[src/rtl/sqrt_pkg.sv]
// Shared types and sizing helpers for the sequential square-root block.
// SQRT_ROUND_EN adds one guard iteration used for round-half-up results.
package sqrt_pkg;

    typedef enum logic [1:0] {
        IDLE,
        CALC,
        DONE
    } state_t;

    function automatic int sqrt_out_w(input int in_w, input int frac_w);
        return (in_w + 1) / 2 + frac_w;
    endfunction

    function automatic int sqrt_iter(input int in_w, input int frac_w);
`ifdef SQRT_ROUND_EN
        return sqrt_out_w(in_w, frac_w) + 1;
`else
        return sqrt_out_w(in_w, frac_w);
`endif
    endfunction

    // Holds ITER-1 down to 0; never narrower than one bit.
    function automatic int sqrt_cnt_w(input int iter);
        return (iter > 1) ? $clog2(iter) : 1;
    endfunction

    localparam int DEF_IN_W   = 8;
    localparam int DEF_FRAC_W = 8;
    localparam int DEF_ITER   = sqrt_iter(DEF_IN_W, DEF_FRAC_W);
    localparam int DEF_CNT_W  = sqrt_cnt_w(DEF_ITER);

endpackage

[src/rtl/sqrt_step.sv]
// One restoring square-root iteration: bring down two radicand bits,
// try subtracting (root<<2)|1, and append the resulting root bit.
module sqrt_step #(
    parameter int ITER = 12
) (
    input  logic [ITER+1:0] rem,
    input  logic [ITER-1:0] root,
    input  logic [1:0]      bits,
    output logic [ITER+1:0] rem_next,
    output logic [ITER-1:0] root_next
);

    logic [ITER+1:0] rem_shift;
    logic [ITER+1:0] trial;
    logic            take;

    always_comb begin
        rem_shift = (rem << 2) | (ITER + 2)'(bits);
        trial     = {root, 2'b01};
        take      = (rem_shift >= trial);
        rem_next  = take ? (rem_shift - trial) : rem_shift;
        root_next = (root << 1) | ITER'(take);
    end

endmodule

[src/rtl/square_root_seq.sv]
// Sequential fixed-point square root, one result bit per clock, valid/ready on both sides.
// Define SQRT_ROUND_EN for a round-half-up result (one extra guard iteration).
module square_root_seq
    import sqrt_pkg::*;
#(
    parameter int IN_W   = 8,
    parameter int FRAC_W = 8,
    parameter int OUT_W  = sqrt_out_w(IN_W, FRAC_W)
) (
    input  logic             clk,
    input  logic             rst,
    input  logic             in_valid,
    output logic             in_ready,
    input  logic [IN_W-1:0]  in,
    output logic             out_valid,
    input  logic             out_ready,
    output logic [OUT_W-1:0] out,
    output logic             busy
);

    localparam int ITER  = sqrt_iter(IN_W, FRAC_W);
    localparam int RAD_W = 2 * ITER;
    localparam int REM_W = ITER + 2;
    localparam int CNT_W = sqrt_cnt_w(ITER);
    // Aligns the integer part so the radicand fills exactly RAD_W bits.
    localparam int SHIFT = 2 * (ITER - (IN_W + 1) / 2);

    state_t             state_reg;
    state_t             state_next;
    logic [CNT_W-1:0]   cnt_reg;
    logic [RAD_W-1:0]   rad_reg;
    logic [REM_W-1:0]   rem_reg;
    logic [ITER-1:0]    root_reg;
    logic [OUT_W-1:0]   out_reg;

    logic [REM_W-1:0]   rem_step;
    logic [ITER-1:0]    root_step;
    logic [OUT_W-1:0]   out_final;

    sqrt_step #(
        .ITER (ITER)
    ) u_step (
        .rem       (rem_reg),
        .root      (root_reg),
        .bits      (rad_reg[RAD_W-1 -: 2]),
        .rem_next  (rem_step),
        .root_next (root_step)
    );

`ifdef SQRT_ROUND_EN
    logic [OUT_W:0] rounded;

    always_comb begin
        rounded   = {1'b0, root_step[ITER-1:1]} + (OUT_W + 1)'(root_step[0]);
        out_final = rounded[OUT_W] ? '1 : rounded[OUT_W-1:0];
    end
`else
    assign out_final = root_step;
`endif

    always_ff @(posedge clk) begin
        if (rst) begin
            state_reg <= IDLE;
        end else begin
            state_reg <= state_next;
        end
    end

    always_comb begin
        state_next = state_reg;
        in_ready   = 1'b0;
        busy       = 1'b0;
        out_valid  = 1'b0;
        case (state_reg)
            IDLE: begin
                in_ready = 1'b1;
                if (in_valid) begin
                    state_next = CALC;
                end
            end
            CALC: begin
                busy = 1'b1;
                if (cnt_reg == '0) begin
                    state_next = DONE;
                end
            end
            DONE: begin
                out_valid = 1'b1;
                if (out_ready) begin
                    state_next = IDLE;
                end
            end
            default: state_next = IDLE;
        endcase
    end

    always_ff @(posedge clk) begin
        if (rst) begin
            cnt_reg  <= '0;
            rad_reg  <= '0;
            rem_reg  <= '0;
            root_reg <= '0;
            out_reg  <= '0;
        end else begin
            case (state_reg)
                IDLE: begin
                    if (in_valid) begin
                        rad_reg  <= RAD_W'(in) << SHIFT;
                        rem_reg  <= '0;
                        root_reg <= '0;
                        cnt_reg  <= CNT_W'(ITER - 1);
                    end
                end
                CALC: begin
                    rad_reg  <= rad_reg << 2;
                    rem_reg  <= rem_step;
                    root_reg <= root_step;
                    cnt_reg  <= cnt_reg - CNT_W'(1);
                    if (cnt_reg == '0) begin
                        out_reg <= out_final;
                    end
                end
                default: ;
            endcase
        end
    end

    assign out = out_reg;

endmodule

[config.mk]
export PLATFORM = sky130hd
export DESIGN_NAME = square_root_seq
export DESIGN_NICKNAME = d
export VERILOG_FILES = /design/src/rtl/sqrt_pkg.sv /design/src/rtl/sqrt_step.sv /design/src/rtl/square_root_seq.sv
export SDC_FILE = /design/constraint.sdc
export NUM_CORES = 1
export LEC_CHECK = 0
export BUFFER_PORTS_ARGS = -buffer_cell sky130_fd_sc_hd__buf_2
export CORE_MARGIN = 3
export CORE_UTILIZATION = 37
export DETAILED_ROUTE_END_ITERATION = 12
export MAX_ROUTING_LAYER = met4
export PLACE_DENSITY = 0.56
export SETUP_SLACK_MARGIN = 0.15
export SKIP_CTS_REPAIR_TIMING = 1
export SYNTH_ARGS = -nofsm -noshare
export SYNTH_HDL_FRONTEND = slang
export SYNTH_SLANG_ARGS = --single-unit
[constraint.sdc]
create_clock -name clk -period 2.8 [get_ports clk]
set_clock_uncertainty 0.05 [all_clocks]
set_input_delay 0.42 -clock clk [delete_from_list [all_inputs] [get_ports clk]]
set_output_delay 0.42 -clock clk [all_outputs]
set_load 0.005 [all_outputs]
==> run_results.csv <==
group,metric,value,unit
status,status,"complete, no violations",
power_and_ir_drop,vdd_drop_max,405,µV
floorplanning,start_util,0.387,
setup_path,worstSetupEndpointType,"flip-flop",
clock_network,path_clk_slew,0.10,ns
timing,finalHoldViolations,0,
route,drc,0,
logic_synthesis,async_flop_share,0,
route,wire_per_inst,13.7,µm
setup_path,rrSetupSlack,0.44,ns
setup_path,startpoint_type,"flip-flop",
global_routing,grt_pass1_wl,11200,µm
placement,dpl.cell_count,463,
floorplanning,io_pins,27,
timing,period_share,0.843,
route,viasPerCell,5.26,
logic_synthesis,synthFlopType,"dfxtp_1",
min_path,min_path_type,"in2reg",
timing,rsz0062_at_grt,"no",
layout,nets,399,
layout,antenna_cells,0,
floorplanning,die_y,93.8,µm
timing,setup_violations,0,
global_routing,grt_max_degree,41,
layout,nFillCells,784,
route,drtIter0Drc,153,
logic_synthesis,yosysMostFrequentCell,"dfxtp_1",
clock_network,clock_sinks,50,
logic_synthesis,synth.largest_area_cell,"dfxtp_1",
min_path,hold_depth,2,
logic_synthesis,synth_area_leaders,"dfxtp_1 (35%), ha_1 (7.0%), nand2_1 (6.2%), a21oi_1 (6.1%), nor2_1 (5.5%)",
setup_path,path_cells,"inv_1 -> ha_1 -> a21oi_2 -> nor2_1 -> a211oi_4 -> a31oi_4 -> or3_1 -> a32o_1",
logic_synthesis,synth_top_area_share,0.351,
setup_path,r2r_cells,8,
placement,port_buffers,26,
global_routing,groute.usage.overall,0.161,
min_path,worstHoldEndpoint,"rem_reg[10]",
power_and_ir_drop,leakagePower,1.23,nW
logic_synthesis,synth_area,2850,µm²
placement,routabilityCongestion,0.844,
logic_synthesis,yosysSeqAreaShare,0.351,
timing,max_freq,0.424,GHz
logic_synthesis,yosysUniqueCellTypes,52,
timing,worst_slack,0.441,ns
floorplanning,dieArea,8790,µm²
global_routing,grt-ovfl-total,0,
timing,worstMarginPinSlew,0.714,ns
placement,place_ws,0.342,ns
logic_synthesis,syn_inst,353,
global_routing,grt_util_met1,0.219,
timing,finalSetupTns,0,ns
layout,syn2layout_area_growth,10.2,%
floorplanning,die_w,93.8,µm
route,ant_nets,0,
logic_synthesis,ys_ff_latch,50,
floorplanning,core_region_area,7370,µm²
setup_path,path_buf_inv,1,
setup_path,critical-path-max-stage-delay,0.39,ns
job,maxCapViolations,0,
clock_network,cts_made_buffers,5,
min_path,worstHoldStart,"rst",
timing,slew_headroom,0.523,
global_routing,busiest_layer,"met2",
clock_network,cts_tree,"built",
setup_path,crit_slowest_cell,"dfxtp_1",
setup_path,rr_startpoint,"root_reg[5]",
global_routing,groute.layer.met3.usage,0.0313,
setup_path,cp_top_family,"compound AO/OA/AOI/OAI gates",
setup_path,worstPathArrival,2.51,ns
setup_path,worstReg2RegEnd,"rem_reg[0]",
layout,finalNonFillerCells,470,
timing,report.final.slew_viol_count,0,
route,routed_wl,6450,µm
placement,hpwlAfterDp,4640,µm
clock_network,cts_root_buf,"clkbuf_8",
global_routing,grt_use_met2,0.250,
route,detailroute.via_count,2472,
power_and_ir_drop,cellPowerDensity,994,nW/µm²
clock_network,h-tree-depth,2,
global_routing,antenna_found_initial,0,
setup_path,cp_data_required_time,2.95,ns
layout,layout-drive-gt1-share,0.178,
clock_network,clock_latency,0.30,ns
floorplanning,num_rows,31,
route,dr.pass1.iters,4,
timing,fin_crit,2.36,ns
logic_synthesis,synth_edf_count,0,
logic_synthesis,yosys_warnings,0,
logic_synthesis,syn_area_per_cell,8.07,µm²
logic_synthesis,syn_nets,381,
logic_synthesis,synthTopCellsByCount,"dfxtp_1 (50), nand2_1 (47), nor2_1 (42)",
clock_network,clock_path_buffers,2,
setup_path,cp_max_fo,19,
setup_path,path_class,"reg2reg",
global_routing,grt_pass1_vias,2327,
worst max-delay path by stage:
stage	endpoint	slack [ns]	cells after the start	start
finish	rem_reg[0]	0.44	8	root_reg[5]
global route	rem_reg[0]	0.25	8	rad_reg[22]
CTS	rem_reg[9]	0.33	7	root_reg[6]
detailed placement	rem_reg[11]	0.34	7	root_reg[6]
global placement	rem_reg[3]	0.41	7	root_reg[6]
floorplan	rem_reg[11]	0.72	8	root_reg[6]
kinds of logic (layout without fill, tap and decap cells):
logic type,count (synthesis),count (layout),share of synthesized area
AND/OR/NAND/NOR,128,128,0.203
AO/OA/AOI/OAI,103,103,0.277
flip-flops,50,50,0.351
buffers and inverters,48,66,0.0716
adder cells (fa/ha/maj),16,16,0.0702
XOR/XNOR,5,5,0.0154
multiplexers,3,3,0.0119
where the power goes:
part	total [mW]	switching, mW	internal [mW]
Clock	0.422	0.250	0.171
Sequential	0.884	0.0836	0.800
Combinational	1.82	1.08	0.736
Total	3.12	1.41	1.71
layer usage:
metal | wire length, µm | vias to the layer above
met1 | 3110 | 1154
met4 | 48 | 0
met5 | 0 | -
met2 | 3090 | 35
met3 | 197 | 4
li1 | - | 1279
through the flow:
stage                      util  hold WS [ns]  total power [mW]  area, µm²
after detailed placement  0.414         0.399              2.68       3050
after global routing      0.426         0.334              3.38       3140
final                     0.426         0.323              3.12       3140
after global placement    0.414         0.388              2.67       3050
after CTS                 0.426         0.311              3.11       3140
after floorplan               -         0.376              2.43       2850
cell type report:
cell class                      instances  area (µm²)  area share
Clock inverter                          2        15.0     0.00478
Clock buffer                            5        68.8      0.0219
Sequential cell                        50        1000       0.319
Inverter                               25        93.8      0.0299
Multi-Input combinational cell        255        1650       0.525
Timing Repair Buffer                   34         190      0.0606
Tap cell                               99         124      0.0394
layout by cell type (no fill, tap or decap), drive strengths merged, types with 5 or more instances in the layout:
cell and count:
buf 34, nand2b 6, a22oi 12, or3 5, dfxtp 50, nor2 42
nor2b 8, ha 16, a21oi 37, o211ai 17, nor3 7, o21ai 9
clkbuf 5, nand2 47, inv 25
No activity file was read; power rests on OpenSTA's default activity.
